<file path="config.mk">
export PLATFORM = sky130hd
export DESIGN_NAME = result_receiver
export DESIGN_NICKNAME = d
export VERILOG_FILES = /design/src/rtl/result_receiver_pkg.sv /design/src/rtl/result_ram.sv /design/src/rtl/result_receiver.sv
export SDC_FILE = /design/constraint.sdc
export NUM_CORES = 1
export LEC_CHECK = 0
export ABC_CLOCK_PERIOD_IN_PS = 4600
export CAP_MARGIN = 20
export CORE_ASPECT_RATIO = 0.75
export CORE_MARGIN = 2
export CORE_UTILIZATION = 38
export CTS_BUF_LIST = sky130_fd_sc_hd__clkbuf_8
export DETAILED_ROUTE_END_ITERATION = 6
export PLACE_DENSITY_LB_ADDON = 0.3
export SKIP_LAST_GASP = 1
export SYNTH_ARGS = -nofsm -noshare
export SYNTH_HDL_FRONTEND = slang
export SYNTH_SLANG_ARGS = --single-unit
</file>
<file path="constraint.sdc">
create_clock -name clk -period 4.6 [get_ports clk]
set_input_delay 1.38 -clock clk [delete_from_list [all_inputs] [get_ports clk]]
set_output_delay 1.38 -clock clk [all_outputs]
set_load 0.03 [all_outputs]
</file>
<file path="src/rtl/result_receiver_pkg.sv">
// Shared definitions for the accelerator result receiver: default word width
// and the width helper for the occupancy counter.
package result_receiver_pkg;

    localparam int RESULT_W = 21;

    // Bits needed to hold an occupancy of 0..depth inclusive
    function automatic int cnt_w(input int depth);
        return $clog2(depth + 1);
    endfunction

endpackage

</file>
<file path="src/rtl/result_ram.sv">
// DEPTH x DATA_W result storage: synchronous write, asynchronous read.
// Contents are deliberately not reset; the pointers make stale words unreachable.
module result_ram
    import result_receiver_pkg::*;
#(
    parameter int DATA_W = RESULT_W,
    parameter int DEPTH  = 8,
    parameter int ADDR_W = $clog2(DEPTH)
) (
    input  logic              clk,
    input  logic              we,
    input  logic [ADDR_W-1:0] waddr,
    input  logic [DATA_W-1:0] wdata,
    input  logic [ADDR_W-1:0] raddr,
    output logic [DATA_W-1:0] rdata
);

    logic [DATA_W-1:0] mem_r [DEPTH];

    // Store the incoming word on an accepted write
    always_ff @(posedge clk) begin
        if (we) begin
            mem_r[waddr] <= wdata;
        end
    end

    assign rdata = mem_r[raddr];

endmodule

</file>
<file path="src/rtl/result_receiver.sv">
// Result receiver FIFO: buffers accelerator result words and hands them to the
// consumer one registered word per accepted read, with a sticky drop flag.
module result_receiver
    import result_receiver_pkg::*;
#(
    parameter int DATA_W = RESULT_W,
    parameter int DEPTH  = 8
) (
    input  logic                      clk,
    input  logic                      rst,
    input  logic                      wrReq,
    input  logic [DATA_W-1:0]         wrData,
    input  logic                      rdReq,
    output logic [DATA_W-1:0]         rdData,
    output logic                      rdValid,
    output logic                      empty,
    output logic                      full,
    output logic [cnt_w(DEPTH)-1:0]   count,
    output logic                      overflow,
    input  logic                      clrOvf
);

    localparam int PTR_W = $clog2(DEPTH);
    localparam int CNT_W = cnt_w(DEPTH);

    logic [PTR_W-1:0]  wr_ptr_r;
    logic [PTR_W-1:0]  rd_ptr_r;
    logic [CNT_W-1:0]  count_r;
    logic [DATA_W-1:0] rd_data_r;
    logic              rd_valid_r;
    logic              overflow_r;

    logic              empty_s;
    logic              full_s;
    logic              rd_acc_s;
    logic              wr_acc_s;
    logic              drop_s;
    logic              ram_we_s;
    logic [DATA_W-1:0] ram_word_s;
    logic [CNT_W-1:0]  count_nxt_s;

    assign empty_s = (count_r == CNT_W'(0));
    assign full_s  = (count_r == CNT_W'(DEPTH));

    // Accept/drop decisions and next occupancy; a read frees the slot a full-cycle write needs
    always_comb begin
        rd_acc_s    = 1'b0;
        wr_acc_s    = 1'b0;
        drop_s      = 1'b0;
        count_nxt_s = count_r;
        rd_acc_s    = rdReq & ~empty_s;
        wr_acc_s    = wrReq & (~full_s | rd_acc_s);
        drop_s      = wrReq & ~wr_acc_s;
        case ({wr_acc_s, rd_acc_s})
            2'b10:   count_nxt_s = count_r + CNT_W'(1);
            2'b01:   count_nxt_s = count_r - CNT_W'(1);
            default: count_nxt_s = count_r;
        endcase
    end

    // Keep storage untouched while reset is held
    assign ram_we_s = wr_acc_s & rst;

    result_ram #(
        .DATA_W (DATA_W),
        .DEPTH  (DEPTH),
        .ADDR_W (PTR_W)
    ) u_ram (
        .clk   (clk),
        .we    (ram_we_s),
        .waddr (wr_ptr_r),
        .wdata (wrData),
        .raddr (rd_ptr_r),
        .rdata (ram_word_s)
    );

    // Pointer, occupancy, read-out and overflow state
    always_ff @(posedge clk or negedge rst) begin
        if (!rst) begin
            wr_ptr_r   <= '0;
            rd_ptr_r   <= '0;
            count_r    <= '0;
            rd_data_r  <= '0;
            rd_valid_r <= 1'b0;
            overflow_r <= 1'b0;
        end else begin
            if (wr_acc_s) begin
                wr_ptr_r <= wr_ptr_r + PTR_W'(1);
            end
            if (rd_acc_s) begin
                rd_ptr_r  <= rd_ptr_r + PTR_W'(1);
                rd_data_r <= ram_word_s;
            end
            rd_valid_r <= rd_acc_s;
            count_r    <= count_nxt_s;
            // A drop in the same cycle as a clear keeps the flag set
            if (drop_s) begin
                overflow_r <= 1'b1;
            end else if (clrOvf) begin
                overflow_r <= 1'b0;
            end
        end
    end

    assign rdData   = rd_data_r;
    assign rdValid  = rd_valid_r;
    assign empty    = empty_s;
    assign full     = full_s;
    assign count    = count_r;
    assign overflow = overflow_r;

endmodule

</file>
Word level (Yosys, flattened, before mapping)
Memories as Yosys holds them, arrays and structs flattened. A register that Yosys moved wholly into a read port is not among the register bits.
Cells that the tools add are included.

word-level totals
  word-level logic and storage cells = 30
  input bits = 26
  bits in writable memories = 168
  memories kept = 1
  register bits after elaboration = 12

cells by class
  add/sub/neg operators = 4
  bitwise gates (word level) = 8
  mux-type cells = 5
  reduce and logical (&&, ||, !) cells = 4
  equal/unequal tests = 3

memories
  memory       words  width  rd ports  clocked after memory_dff  wr ports  line              RTL
  u_ram.mem_r  8      21     1         1                         1         result_ram.sv:18  logic [DATA_W-1:0] mem_r [DEPTH];

operators with widths
  operator                                                            number
  4-bit one-hot mux with 2 select lines                               1
  3-bit by 1-bit adder with 3-bit output, second input constant       2
  4-bit by 1-bit adder with 4-bit output, second input constant       1
  1-bit AND                                                           4
  4-bit == test, second input constant                                1
  4-bit zero test                                                     1
  1-bit 2-to-1 mux                                                    4
  2-bit nonzero test                                                  2
  4-bit by 1-bit subtractor with 4-bit output, second input constant  1
  1-bit NOT                                                           3
  2-bit by 1-bit == test with 1-bit output, second input constant     1
  2-bit == test, second input constant                                1
  1-bit zero test                                                     1
  1-bit OR                                                            1

Longest topological paths before layout
  word-level depth = 8
  mapped depth = 9

Modules after synthesis
From an unflattened synthesis, not the netlist that was laid out.

unflattened totals
  cells, all modules = 406
  area, all modules = 8006.4 um^2

modules (own cells, without submodules)
  module           instances  cells an instance  seq. area each (um^2)  area an instance (um^2)
  result_ram       1          256                5044.8                 6518.8
  result_receiver  1          150                825.8                  1487.7

Worst setup path after synthesis
No wires, ideal clock.

  kind = input port to flip-flop
  start = input port rdReq
  end = memory u_ram.mem_r[1][0] in the netlist's numbering, enable pin
  buffers on the path = 0
  stages = 3
  data arrival time = 3700 ps
  path slack = 447 ps
  cell sequence = o21a_4 clkinv_2 nor4_1

on the way
  longest elaborated chain between the ends = 6

ends and longest elaborated chain
  element                                 line                   RTL
  start: declaration                      result_receiver.sv:13  input logic rdReq,
  1-bit AND                               result_receiver.sv:51  rd_acc_s = rdReq & ~empty_s;
  1-bit OR                                result_receiver.sv:52  wr_acc_s = wrReq & (~full_s | rd_acc_s);
  1-bit AND                               result_receiver.sv:52
  1-bit AND                               result_receiver.sv:62  assign ram_we_s = wr_acc_s & rst;
  1-bit 2-to-1 mux                        result_ram.sv:22       if (we) begin
  1-bit 2-to-1 mux (not written as such)  result_ram.sv:23       mem_r[waddr] <= wdata;
  end: declaration                        result_ram.sv:18

No other way between the ends.

Final worst setup path
  start = register count_r[2] (netlist: count[2])
  end = output port full

on the way
  longest elaborated chain between the ends = 1

ends and longest elaborated chain
  element                   line                   RTL
  start: declaration        result_receiver.sv:28  logic [CNT_W-1:0] count_r;
  start signal: assignment  result_receiver.sv:95  count_r <= count_nxt_s;
  4-bit == test             result_receiver.sv:43  assign full_s = (count_r == CNT_W'(DEPTH));
  end: declaration          result_receiver.sv:17  output logic full,

No other way between the ends.

==> reports/results.txt <==
FF+latch area: 5870 sq um
Crit path DAT: 2.33 ns
Die H: 129 microns
Worst VDD drop: 245 uV
Period utilisation layout: 0.808
DRT antenna net count: 0
CTS tree: done
CTS Root Buffer Type: clkbuf_8
Worst Skew: 0.00623 ns
Hold Crit Class: reg2reg
Clock Latency Late Sink: 0.55 ns
GRT overflow: 0
R2R setup slack: 1.58 ns
Hold Vio Cnt, Final: 0
Total setup buffers inserted after CTS: 0
Yosys cell types: 37
Multi-input gate area: 1860 sq um
Max_cap viols: 0
Outcome: finished clean
Most common cell in the synthesized netlist: edfxtp_1
Synth area leaders: edfxtp_1 (64%), dfrtp_1 (10%), mux2_2 (5.6%), mux2i_1 (5.5%), a221o_1 (2.7%)
Total Power: 5590 uW
WHS Path Cells: 2
Clock H-tree levels: 1
Die width: 170 microns
Largest net degree at the start of global routing: 69
Mapped cell area: 7900 sq um
Worst R2R Path Depth: 8
Sink Count: 201
Layout cells sized above 1: 0.191
F_max: 269 MHz
Startpoint types: register
Async set-reset flop share out of synthesis: 0.164
Placer Congestion: 0.705
# fillers: 1762
Slew Limit Fails: 0
DRC viols: 0
Power Dens Cells: 599 nW/um^2
Maximum fanout along the worst path: 6
Inserted Clock Buffers: 31
Via density per instance: 5.04
Worst setup EP type: output pin
Vias after detailed routing: 4261
Syn Area/Cell: 17.3 sq um
Clk buf depth: 3
Initial DRC Count: 377
Initial Util: 0.388
Yosys top cell by area: edfxtp_1
Core area: 20300 sq um
Area growth syn-to-layout: 18.2%
RSZ-0062 raised after global routing: no
Top FF cell, synth: edfxtp_1
Setup TNS: 0 ns
Syn Nets: 489
Required @ worst endpoint: 3.22 ns
Drt wl/cell: 19.4 microns
Headroom to the max-slew limit: 0.274
1st-pass router iterations: 4
CTS clk-pin slew, worst paths: 0.06 ns
Post-synth top area share: 0.639
Slew @ Worst Pin: 1.09 ns
Site row count: 45
N_diodes: 0
DP HPWL: 9540 microns
Die area: 22000 sq um
Synth Instances: 457
Final wirelength: 16400 microns
Post-CTS sizing: 0
Synth warnings: 0
Top post-synthesis cells by count: edfxtp_1 (168), mux2i_1 (43), mux2_2 (39)
I/O pins: 55
Initial antenna violation count: 0
First-pass GRT wire length: 25400 microns
CP Class: reg2out
Sequential fraction of the synthesis area: 0.743
Cts hold-fix bufs: 0
GRT Total Usage: 0.152
PortBufs: 54
# nets final: 571
Vias in the first global route: 4475
Tmin final: 3.71 ns
Post-synth EDFFs: 168
# setup viols final: 0
LEAKAGE: 0.00332 uW
FF+latch count, synth: 201
[through the flow]
step	utilization	area (sq um)	cells	worst slack (ns)	hold slack [ns]
after floorplan	-	7900	457	0.447	0.506
after global placement	0.432	8790	787	1.00	0.468
after detailed placement	0.433	8800	788	0.754	0.483
after CTS	0.459	9330	846	0.859	0.496
after global routing	0.459	9330	846	0.789	0.516
final	0.459	9330	846	0.885	0.488
[per-layer routing]
metal / vias to the layer above / track usage / share of wire
met5: - / 0 / 0
met4: 0 / 0.0357 / 0.017
met3: 27 / 0.0308 / 0.045
met2: 108 / 0.253 / 0.47
met1: 2170 / 0.208 / 0.47
li1: 1956 / - / -
[power by group]
group	switching, uW	internal (uW)	total [uW]
registers	300	2240	2540
logic	946	823	1770
clock network	662	627	1290
[layout make-up]
| class | count | area share |
|---|---|---|
| flip-flops and latches | 201 | 0.629 |
| multi-input cells | 224 | 0.200 |
| repair buffers | 71 | 0.0714 |
| clock buffers | 31 | 0.0457 |
| well taps | 282 | 0.0378 |
| clock inverters | 27 | 0.0118 |
| inverters | 10 | 0.00416 |
[registers in the layout, summed over array words and instances, names as in the netlist]
name / cells
rdValid: 1
rdData: 21
count: 4
overflow: 1
u_ram.mem_r: 168
rd_ptr_r: 3
wr_ptr_r: 3
[kinds of logic (layout without fill, tap and decap cells)]
family / count (synthesis) / count (layout) / share of synthesized area
xor gates and xnor gates: 6 / 6 / 0.00665
DFF: 201 / 201 / 0.743
muxes: 85 / 85 / 0.114
AOI/OAI and AO/OA: 71 / 71 / 0.0667
adders and majority gates: 6 / 6 / 0.0105
and+or+nand+nor: 56 / 56 / 0.0331
buffers and inverters: 32 / 139 / 0.0252
[layout by cell type, fill, tap and decap left out, types with 2 or more instances in the layout]
cell type	count
o21ai_0	3
nand2b_1	2
clkinv_1	6
dfrtp_1	32
mux2i_1	43
clkdlybuf4s50_1	53
xnor2_1	5
nand2_1	35
nor4_2	2
ha_1	5
inv_1	24
clkinv_2	5
clkbuf_8	31
nor4_1	2
mux2_1	3
buf_4	16
a221o_1	21
mux2_2	39
o21ai_1	21
edfxtp_1	168
o22ai_1	21
nor3_2	4
nor2_2	2
[worst paths after layout]
kind	from	end
max in group asynchronous	rst	rd_ptr_r[0]
max reg2reg	count[2]	count[3]
min in group asynchronous	rst	rdData[14]
max	count[2]	full
min	rdData[13]	rdData[13]
min reg2reg	rdData[13]	rdData[13]
[critical path, cell delays in order (launching register included)]
cell	delay, ns
dfrtp_1	0.48
or4b_4	0.59
inv_1	0.07
clkdlybuf4s50_1	0.65
Note: power is estimated with default switching activity, not from simulation.
